### config.mk
export PLATFORM = sky130hd
export DESIGN_NAME = ltc2195_frame_aligner
export DESIGN_NICKNAME = d
export VERILOG_FILES = /design/src/rtl/ltc2195_frame_aligner.sv
export SDC_FILE = /design/constraint.sdc
export NUM_CORES = 1
export LEC_CHECK = 0
export BUFFER_PORTS_ARGS = -buffer_cell sky130_fd_sc_hd__buf_4
export CORE_MARGIN = 2
export CORE_UTILIZATION = 30
export DETAILED_ROUTE_END_ITERATION = 16
export HOLD_SLACK_MARGIN = 0.12
export PLACE_DENSITY = 0.44
export SLEW_MARGIN = 20
export SYNTH_ARGS = -nofsm -noshare
export SYNTH_HDL_FRONTEND = slang
export SYNTH_SLANG_ARGS = --single-unit
### constraint.sdc
create_clock -name clk_in -period 3.5 [get_ports clk_in]
set_input_delay 0.35 -clock clk_in [delete_from_list [all_inputs] [get_ports clk_in]]
set_output_delay 0.35 -clock clk_in [all_outputs]
set_load 0.1 [all_outputs]
### src/rtl/ltc2195_frame_aligner.sv
// ---------------------------------------------------------------------------
// ltc2195_frame_aligner
//
// Bitslip alignment controller for the LTC2195 deserializer, clk_in (CLKDIV)
// domain. It issues single-cycle bitslip pulses until the deserialized frame
// word equals FRAME_PATTERN for LOCK_COUNT consecutive cycles, then reports
// lock. It reports failure once MAX_SLIPS slips have not produced a match.
//
// Optional feature macro: LTC2195_ALIGN_MONITOR_EN
//   defined   : LOCKED keeps watching FR_in. LOSS_COUNT consecutive
//               mismatches drop lock and restart alignment automatically.
//   undefined : LOCKED is terminal until align_start_in or reset.
//
// Ports
//   clk_in          in   divided deserializer clock, rising edge
//   rst_n_in        in   asynchronous active-low reset
//   align_start_in  in   one-cycle pulse: start/restart alignment
//   FR_in[7:0]      in   deserialized frame word
//   bitslip_out     out  one-cycle bitslip pulse to the ISERDES
//   busy_out        out  high in SETTLE, CHECK and SLIP
//   aligned_out     out  high in LOCKED
//   align_fail_out  out  high in FAIL
//   slip_count_out  out  slips issued since the last start
//
// All outputs are registered and valid in the same cycle as the state they
// describe (they are loaded from the next-state value).
// ---------------------------------------------------------------------------
module ltc2195_frame_aligner #(
   parameter logic [7:0]  FRAME_PATTERN = 8'hF0,
   parameter int unsigned SETTLE_CYCLES = 4,
   parameter int unsigned LOCK_COUNT    = 16,
   parameter int unsigned MAX_SLIPS     = 8,
   parameter int unsigned LOSS_COUNT    = 4
) (
   input  logic       clk_in,
   input  logic       rst_n_in,
   input  logic       align_start_in,
   input  logic [7:0] FR_in,
   output logic       bitslip_out,
   output logic       busy_out,
   output logic       aligned_out,
   output logic       align_fail_out,
   output logic [3:0] slip_count_out
);

   localparam int unsigned CNT_W   = 4;
   localparam int unsigned MATCH_W = 8;

   localparam logic [CNT_W-1:0]   SETTLE_LAST = CNT_W'(SETTLE_CYCLES);
   localparam logic [MATCH_W-1:0] LOCK_TARGET = MATCH_W'(LOCK_COUNT);
   localparam logic [CNT_W-1:0]   SLIP_LIMIT  = CNT_W'(MAX_SLIPS);

   // Elaboration-time parameter range checks
   if (SETTLE_CYCLES < 1 || SETTLE_CYCLES > 15) begin : g_bad_settle
      $error("SETTLE_CYCLES must be 1..15");
   end
   if (LOCK_COUNT < 1 || LOCK_COUNT > 255) begin : g_bad_lock
      $error("LOCK_COUNT must be 1..255");
   end
   if (MAX_SLIPS < 1 || MAX_SLIPS > 15) begin : g_bad_slips
      $error("MAX_SLIPS must be 1..15");
   end
   if (LOSS_COUNT < 1 || LOSS_COUNT > 15) begin : g_bad_loss
      $error("LOSS_COUNT must be 1..15");
   end

   typedef enum logic [2:0] {
      IDLE   = 3'd0,
      SETTLE = 3'd1,
      CHECK  = 3'd2,
      SLIP   = 3'd3,
      LOCKED = 3'd4,
      FAIL   = 3'd5
   } state_t;

   state_t               state;
   state_t               state_nxt;
   logic [CNT_W-1:0]     settle_cnt;
   logic [CNT_W-1:0]     settle_nxt;
   logic [MATCH_W-1:0]   match_cnt;
   logic [MATCH_W-1:0]   match_nxt;
   logic [MATCH_W-1:0]   match_inc;
   logic [CNT_W-1:0]     slip_nxt;
   logic                 bitslip_nxt;
   logic                 busy_nxt;
   logic                 aligned_nxt;
   logic                 fail_nxt;
   logic                 frame_match;

`ifdef LTC2195_ALIGN_MONITOR_EN
   localparam logic [CNT_W-1:0] LOSS_TARGET = CNT_W'(LOSS_COUNT);

   logic [CNT_W-1:0]     loss_cnt;
   logic [CNT_W-1:0]     loss_nxt;
   logic [CNT_W-1:0]     loss_inc;
`endif

   assign frame_match = (FR_in == FRAME_PATTERN);

   // State, counter and output registers
   always_ff @(posedge clk_in or negedge rst_n_in) begin
      if (!rst_n_in) begin
         state          <= IDLE;
         settle_cnt     <= '0;
         match_cnt      <= '0;
         slip_count_out <= '0;
         bitslip_out    <= 1'b0;
         busy_out       <= 1'b0;
         aligned_out    <= 1'b0;
         align_fail_out <= 1'b0;
`ifdef LTC2195_ALIGN_MONITOR_EN
         loss_cnt       <= '0;
`endif
      end else begin
         state          <= state_nxt;
         settle_cnt     <= settle_nxt;
         match_cnt      <= match_nxt;
         slip_count_out <= slip_nxt;
         bitslip_out    <= bitslip_nxt;
         busy_out       <= busy_nxt;
         aligned_out    <= aligned_nxt;
         align_fail_out <= fail_nxt;
`ifdef LTC2195_ALIGN_MONITOR_EN
         loss_cnt       <= loss_nxt;
`endif
      end
   end

   // Next-state, counter and output decode
   always_comb begin
      state_nxt  = state;
      settle_nxt = '0;
      match_nxt  = match_cnt;
      slip_nxt   = slip_count_out;
      // Saturating increment: the match counter never passes LOCK_COUNT
      match_inc  = (match_cnt < LOCK_TARGET) ? match_cnt + MATCH_W'(1) : match_cnt;
`ifdef LTC2195_ALIGN_MONITOR_EN
      loss_nxt   = '0;
      loss_inc   = (loss_cnt < LOSS_TARGET) ? loss_cnt + CNT_W'(1) : loss_cnt;
`endif

      case (state)
         IDLE: begin
            state_nxt = IDLE;
         end

         // Entry cycle plus SETTLE_CYCLES counted cycles; FR_in is ignored
         SETTLE: begin
            if (settle_cnt == SETTLE_LAST) begin
               state_nxt = CHECK;
            end else begin
               settle_nxt = settle_cnt + CNT_W'(1);
            end
         end

         CHECK: begin
            if (frame_match) begin
               match_nxt = match_inc;
               if (match_inc == LOCK_TARGET) begin
                  state_nxt = LOCKED;
               end
            end else begin
               match_nxt = '0;
               if (slip_count_out < SLIP_LIMIT) begin
                  state_nxt = SLIP;
                  slip_nxt  = slip_count_out + CNT_W'(1);
               end else begin
                  state_nxt = FAIL;
               end
            end
         end

         SLIP: begin
            state_nxt = SETTLE;
         end

         LOCKED: begin
`ifdef LTC2195_ALIGN_MONITOR_EN
            // Consecutive-mismatch supervision; one good frame clears it
            if (!frame_match) begin
               if (loss_inc == LOSS_TARGET) begin
                  state_nxt = SETTLE;
                  match_nxt = '0;
                  slip_nxt  = '0;
               end else begin
                  loss_nxt = loss_inc;
               end
            end
`else
            state_nxt = LOCKED;
`endif
         end

         FAIL: begin
            state_nxt = FAIL;
         end

         default: begin
            state_nxt = IDLE;
            match_nxt = '0;
            slip_nxt  = '0;
         end
      endcase

      // Start overrides every other transition, including an active SLIP
      if (align_start_in) begin
         state_nxt  = SETTLE;
         settle_nxt = '0;
         match_nxt  = '0;
         slip_nxt   = '0;
`ifdef LTC2195_ALIGN_MONITOR_EN
         loss_nxt   = '0;
`endif
      end

      bitslip_nxt = (state_nxt == SLIP);
      busy_nxt    = (state_nxt == SETTLE) || (state_nxt == CHECK) || (state_nxt == SLIP);
      aligned_nxt = (state_nxt == LOCKED);
      fail_nxt    = (state_nxt == FAIL);
   end

endmodule

* Word level (Yosys, flattened, before mapping)
Cells that the tools add are included.
Word-level totals: input port bits 11, flip-flop bits (word level) 23, word-level logic and storage cells 51
Operators by class: add/subtract/negate cells 3, muxes and demuxes 17, reductions and logical operators 5, equality and inequality tests 16, $lt $le $gt $ge 2
Operators by type and width (number):
- $mux 4 | 6
- $mux 8 | 3
- $pmux 8 s2 | 1
- $mux 3 | 5
- $pmux 3 s5 | 1
- $eq 3x2->1 const B | 4
- $eq 3x3->1 const B | 4
- $add 4x1->4 const B | 2
- $add 8x1->8 const B | 1
- $eq 8x5->1 const B | 1
- $eq 8x8->1 const B | 1
- $lt 8x5->1 const B | 1
- $pmux 4 s2 | 1
- $eq 3x1->1 const B | 2
- $ne 3x3->1 const B | 2
- $reduce_or 5->1 | 1
- $eq 4x3->1 const B | 1
- $lt 4x4->1 const B | 1
- $logic_not 3->1 | 1
- $reduce_and 3->1 | 1
- $logic_or 1x1->1 | 2
- $ne 2x1->1 const B | 1

* Longest topological paths before layout
word-level depth 10, gate-level depth with buffers 8, mapped depth without buffers 8

* Worst setup path before layout
Ideal clock, no wire load.
path type reg2reg, start register slip_count_out[3], end register busy_out, setup slack 1440 ps, buffers on the path 0, stages on the path, launching flop included 5, data arrival time 1926 ps, library setup time 134 ps, cell sequence dfrtp_1 a21oi_1 a21o_1 or3b_2 a2bb2oi_1
On the way: longest elaborated chain between the ends 8, elaborated cells on any way between the ends 10, those cells by class order compare (1); eq/ne (3); mux (4); reduce/logical (2)
RTL lines:
- start: declaration | RTL line 43 | output logic [3:0] slip_count_out
- start signal: assignment | RTL line 118 | slip_count_out <= slip_nxt;
- $lt 4x4->1 * | RTL line 164 | if (slip_count_out < SLIP_LIMIT) begin
- $mux 3 * | RTL line 164
- $mux 3 * | RTL line 157 | if (frame_match) begin
- $pmux 3 s5 * | RTL line 142 | case (state)
- $mux 3 * | RTL line 206 | if (align_start_in) begin
- $eq 3x1->1 / $eq 3x2->1 (equally long branches) | RTL line 217 | busy_nxt = (state_nxt == SETTLE) || (state_nxt == CHECK) || (state_nxt == SLIP);
- $logic_or 1x1->1 | RTL line 217
- $logic_or 1x1->1 * | RTL line 217
- named net busy_nxt | RTL line 85 | logic busy_nxt;
- end signal: assignment | RTL line 120 | busy_out <= busy_nxt;
- end: declaration | RTL line 40 | output logic busy_out,
Mark *: on every way through the listed nets, which the timed path passes. The rest lies on a longest branch. A chain may end at the register's enable or synchronous reset.

==> reports/metrics.json <==
{
  "result_of_the_run": {"value": "finished clean"},
  "min-delay-start": {"value": "align_start_in"},
  "rr_endpoint": {"value": "slip_count_out[0]"},
  "yosys-mux-area-fraction": {"value": 0.781, "unit": "%"},
  "cp_data_required_time": {"value": 3650, "unit": "ps"},
  "clock_tree_from_tritoncts": {"value": "built"},
  "tritoncts_num_sinks": {"value": 23},
  "synth_xor_area_share": {"value": 1.37, "unit": "%"},
  "timing.max_slew.rel_slack": {"value": 65.4, "unit": "%"},
  "synth.ff_latch_count": {"value": 23},
  "final.setup.tns": {"value": 0, "unit": "ps"},
  "routed-via-count": {"value": 960},
  "floorplan.die.height": {"value": 69.4, "unit": "um"},
  "area_delta_synth_final": {"value": 19.1, "unit": "%"},
  "drt_iter0_drc": {"value": 53},
  "timing.reg2reg.setup_slack": {"value": 1460, "unit": "ps"},
  "power.density": {"value": 390, "unit": "nW/um^2"},
  "ant_nets": {"value": 0},
  "synth_compound_area_share": {"value": 20.8, "unit": "%"},
  "yosysWarnings": {"value": 0},
  "cell_count_after_synthesis": {"value": 128},
  "finalClockSkew": {"value": 8.52, "unit": "ps"},
  "syn-mean-instance-area": {"value": 10.0, "unit": "sq um"},
  "hold_depth": {"value": 3},
  "max_capacitance_violation_total": {"value": 0},
  "mappedNetlistArea": {"value": 1280, "unit": "sq um"},
  "drt-vias-per-instance": {"value": 4.85},
  "clk_transition_reported_paths": {"value": 90, "unit": "ps"},
  "tightestPinTransition": {"value": 515, "unit": "ps"},
  "final_routed_drc_violation_total": {"value": 0},
  "reg2regPathDepth": {"value": 5},
  "synth.lib_cells_used.distinct": {"value": 40},
  "critPathLaunchType": {"value": "flop"},
  "hold-path-endpoint": {"value": "state[0]"},
  "grt_pass1_wl": {"value": 4710, "unit": "um"},
  "post_synth_most_frequent_cells": {"value": "23 x dfrtp_1, 11 x nor2_1, 10 x o21ai_0, 7 x a21oi_1, 7 x nand2_1"},
  "synth_area_leaders": {"value": "dfrtp_1 45%, ha_1 3.9%, o21ai_0 3.9%"},
  "yosys.area.top_type": {"value": "dfrtp_1"},
  "finalNonFillerCells": {"value": 198},
  "final_layout_net_count": {"value": 164},
  "critPathMaxFanout": {"value": 9},
  "async_reset_ff_share": {"value": 100, "unit": "%"},
  "r2r_start": {"value": "match_cnt[7]"},
  "simple_gate_fraction_of_synth_area": {"value": 25.6, "unit": "%"},
  "worstSkewPairLatency": {"value": 270, "unit": "ps"},
  "final_min_period_over_clock_period": {"value": 58.2, "unit": "%"},
  "combinational_family_with_the_most_area_after_synthesis": {"value": "simple AND/OR/NAND/NOR gates"},
  "worst_ir_drop_vdd": {"value": 0.244, "unit": "mV"},
  "cp_cell_sequence": {"value": "nor4_4 > nand2_2 > o311a_4 > o31ai_4 > o31ai_1"},
  "setup_buffers_after_cts": {"value": 0},
  "drv_slew": {"value": 0},
  "synth_fp_nets": {"value": 143},
  "grt_pass1_vias": {"value": 986},
  "post-synth-top-area-fraction": {"value": 44.9, "unit": "%"},
  "number_of_antenna_violations_at_the_first_check_in_global_routing": {"value": 0},
  "setup_viol": {"value": 0},
  "routabilityCongestion": {"value": 0.775},
  "clock-root-buffer": {"value": "clkbuf_8"},
  "final.hold.worst_slack": {"value": 417, "unit": "ps"},
  "chip_width": {"value": 69.4, "unit": "um"},
  "critPathCaptureType": {"value": "flop"},
  "synth_edf_count": {"value": 0},
  "hold_class": {"value": "in -> reg"},
  "grt_setup_unrepaired": {"value": "false"},
  "wl_per_cell": {"value": 13.2, "unit": "um"},
  "power": {"value": 0.595, "unit": "mW"},
  "synth-seq-area-share": {"value": 44.9, "unit": "%"},
  "io_buffers": {"value": 18},
  "placed_cells": {"value": 193},
  "grt_max_degree": {"value": 24},
  "maxClockFrequency": {"value": 491, "unit": "MHz"},
  "htree_levels": {"value": 1},
  "setup.worst_path.class": {"value": "reg -> reg"},
  "number_of_cts_inserted_buffers": {"value": 3},
  "std_cell_rows": {"value": 23},
  "synthMostInstantiatedCell": {"value": "dfrtp_1"},
  "post_synth_fa_ha_maj_area_fraction": {"value": 3.91, "unit": "%"},
  "drt_pre_antenna_iters": {"value": 4},
  "initial_core_util": {"value": 31.6, "unit": "%"},
  "antenna_diode_count": {"value": 0},
  "die_footprint": {"value": 4810, "unit": "sq um"},
  "clock_buffer_depth": {"value": 2},
  "max_stage_delay": {"value": 530, "unit": "ps"},
  "global_route.overflow_total": {"value": 0},
  "final-hold-violation-count": {"value": 0},
  "grtUsageTotal": {"value": 12.2, "unit": "%"},
  "crit_path_dat": {"value": 2190, "unit": "ps"},
  "power.leakage": {"value": 0.694, "unit": "nW"},
  "total_wirelength": {"value": 2610, "unit": "um"},
  "synthFlopType": {"value": "dfrtp_1"},
  "finalWorstPathRequiredPeriod": {"value": 2040, "unit": "ps"},
  "cts_repair_resize_count": {"value": 0},
  "critPathSlowestCell": {"value": "nor4_4"},
  "drive_above_1_share": {"value": 23.0, "unit": "%"},
  "core-area": {"value": 4060, "unit": "sq um"},
  "detailed_place_hpwl": {"value": 1960, "unit": "um"},
  "io_pins": {"value": 19}
}
-- cell families (layout without fill, tap and decap cells) --
kind of cell               after synthesis  after routing
adders and majority gates                4              4
DFF                                     23             23
and+or+nand+nor                         54             54
buffers and inverters                    9             29
muxes                                    1              1
AOI/OAI and AO/OA                       35             35
xor gates and xnor gates                 2              2
-- how the worst max path moves through the flow --
stage	to	from	slack, ps
after floorplan	busy_out	slip_count_out[3]	1440
after global placement	slip_count_out[0]	match_cnt[7]	1520
after detailed placement	slip_count_out[0]	match_cnt[7]	1460
after CTS	slip_count_out[0]	match_cnt[7]	1450
after global routing	slip_count_out[1]	match_cnt[7]	1330
final	slip_count_out[0]	match_cnt[7]	1460
-- stage by stage --
step	utilization [%]	setup WS, ps	instance area, sq um
final	37.6	1460	1530
after CTS	37.6	1450	1530
after global placement	36.2	1520	1470
after floorplan	-	1440	1280
after global routing	37.6	1330	1530
after detailed placement	36.2	1460	1470
-- timing repair --
action	CTS	global route
hold endpoints to repair	23	0
hold buffers	1	0
setup endpoints to repair	0	0
-- cell type report --
class                   instances  area, sq um
inverters                       6         22.5
well taps                      50         62.6
flip-flops and latches         23          576
clock inverters                 1         7.51
multi-input cells              96          672
clock buffers                   3         41.3
repair buffers                 19          145
fillers                       402         2530
-- worst max-delay path, delay by kind of cell (launching register included) --
family	cells	cell delay, ps
AOI/OAI and AO/OA	3	850
DFF	1	420
and+or+nand+nor	2	650
-- layout by cell type, fill, tap and decap left out, types with 3 or more instances in the layout --
| cell type | n |
|---|---|
| buf_4 | 18 |
| o21ai_0 | 10 |
| nand2b_1 | 4 |
| nor2_1 | 11 |
| a21oi_1 | 7 |
| and3_1 | 4 |
| o31ai_1 | 3 |
| nor3_1 | 4 |
| dfrtp_1 | 23 |
| inv_1 | 6 |
| ha_1 | 4 |
| nand3_1 | 6 |
| clkbuf_8 | 3 |
| nand2_1 | 7 |
| nor2b_1 | 4 |
-- routing by layer --
metal  GRT usage, %  vias up  share of wire, %
li1               -      505                 -
met2           19.0        9                47
met5              0        -                 0
met3           3.05        4               2.5
met1           16.5      442                49
met4           3.92        0               1.2
-- flip-flops by register name, summed over array words and instances, names as in the netlist --
register,flops
settle_cnt,4
state,3
bitslip_out,1
busy_out,1
align_fail_out,1
slip_count_out,4
match_cnt,8
aligned_out,1
-- power breakdown --
part,total [mW],internal [mW],switching [mW]
Sequential,0.302,0.282,0.0199
Clock,0.167,0.0805,0.0868
Combinational,0.126,0.0430,0.0828
No activity file was read; power rests on OpenSTA's default activity.
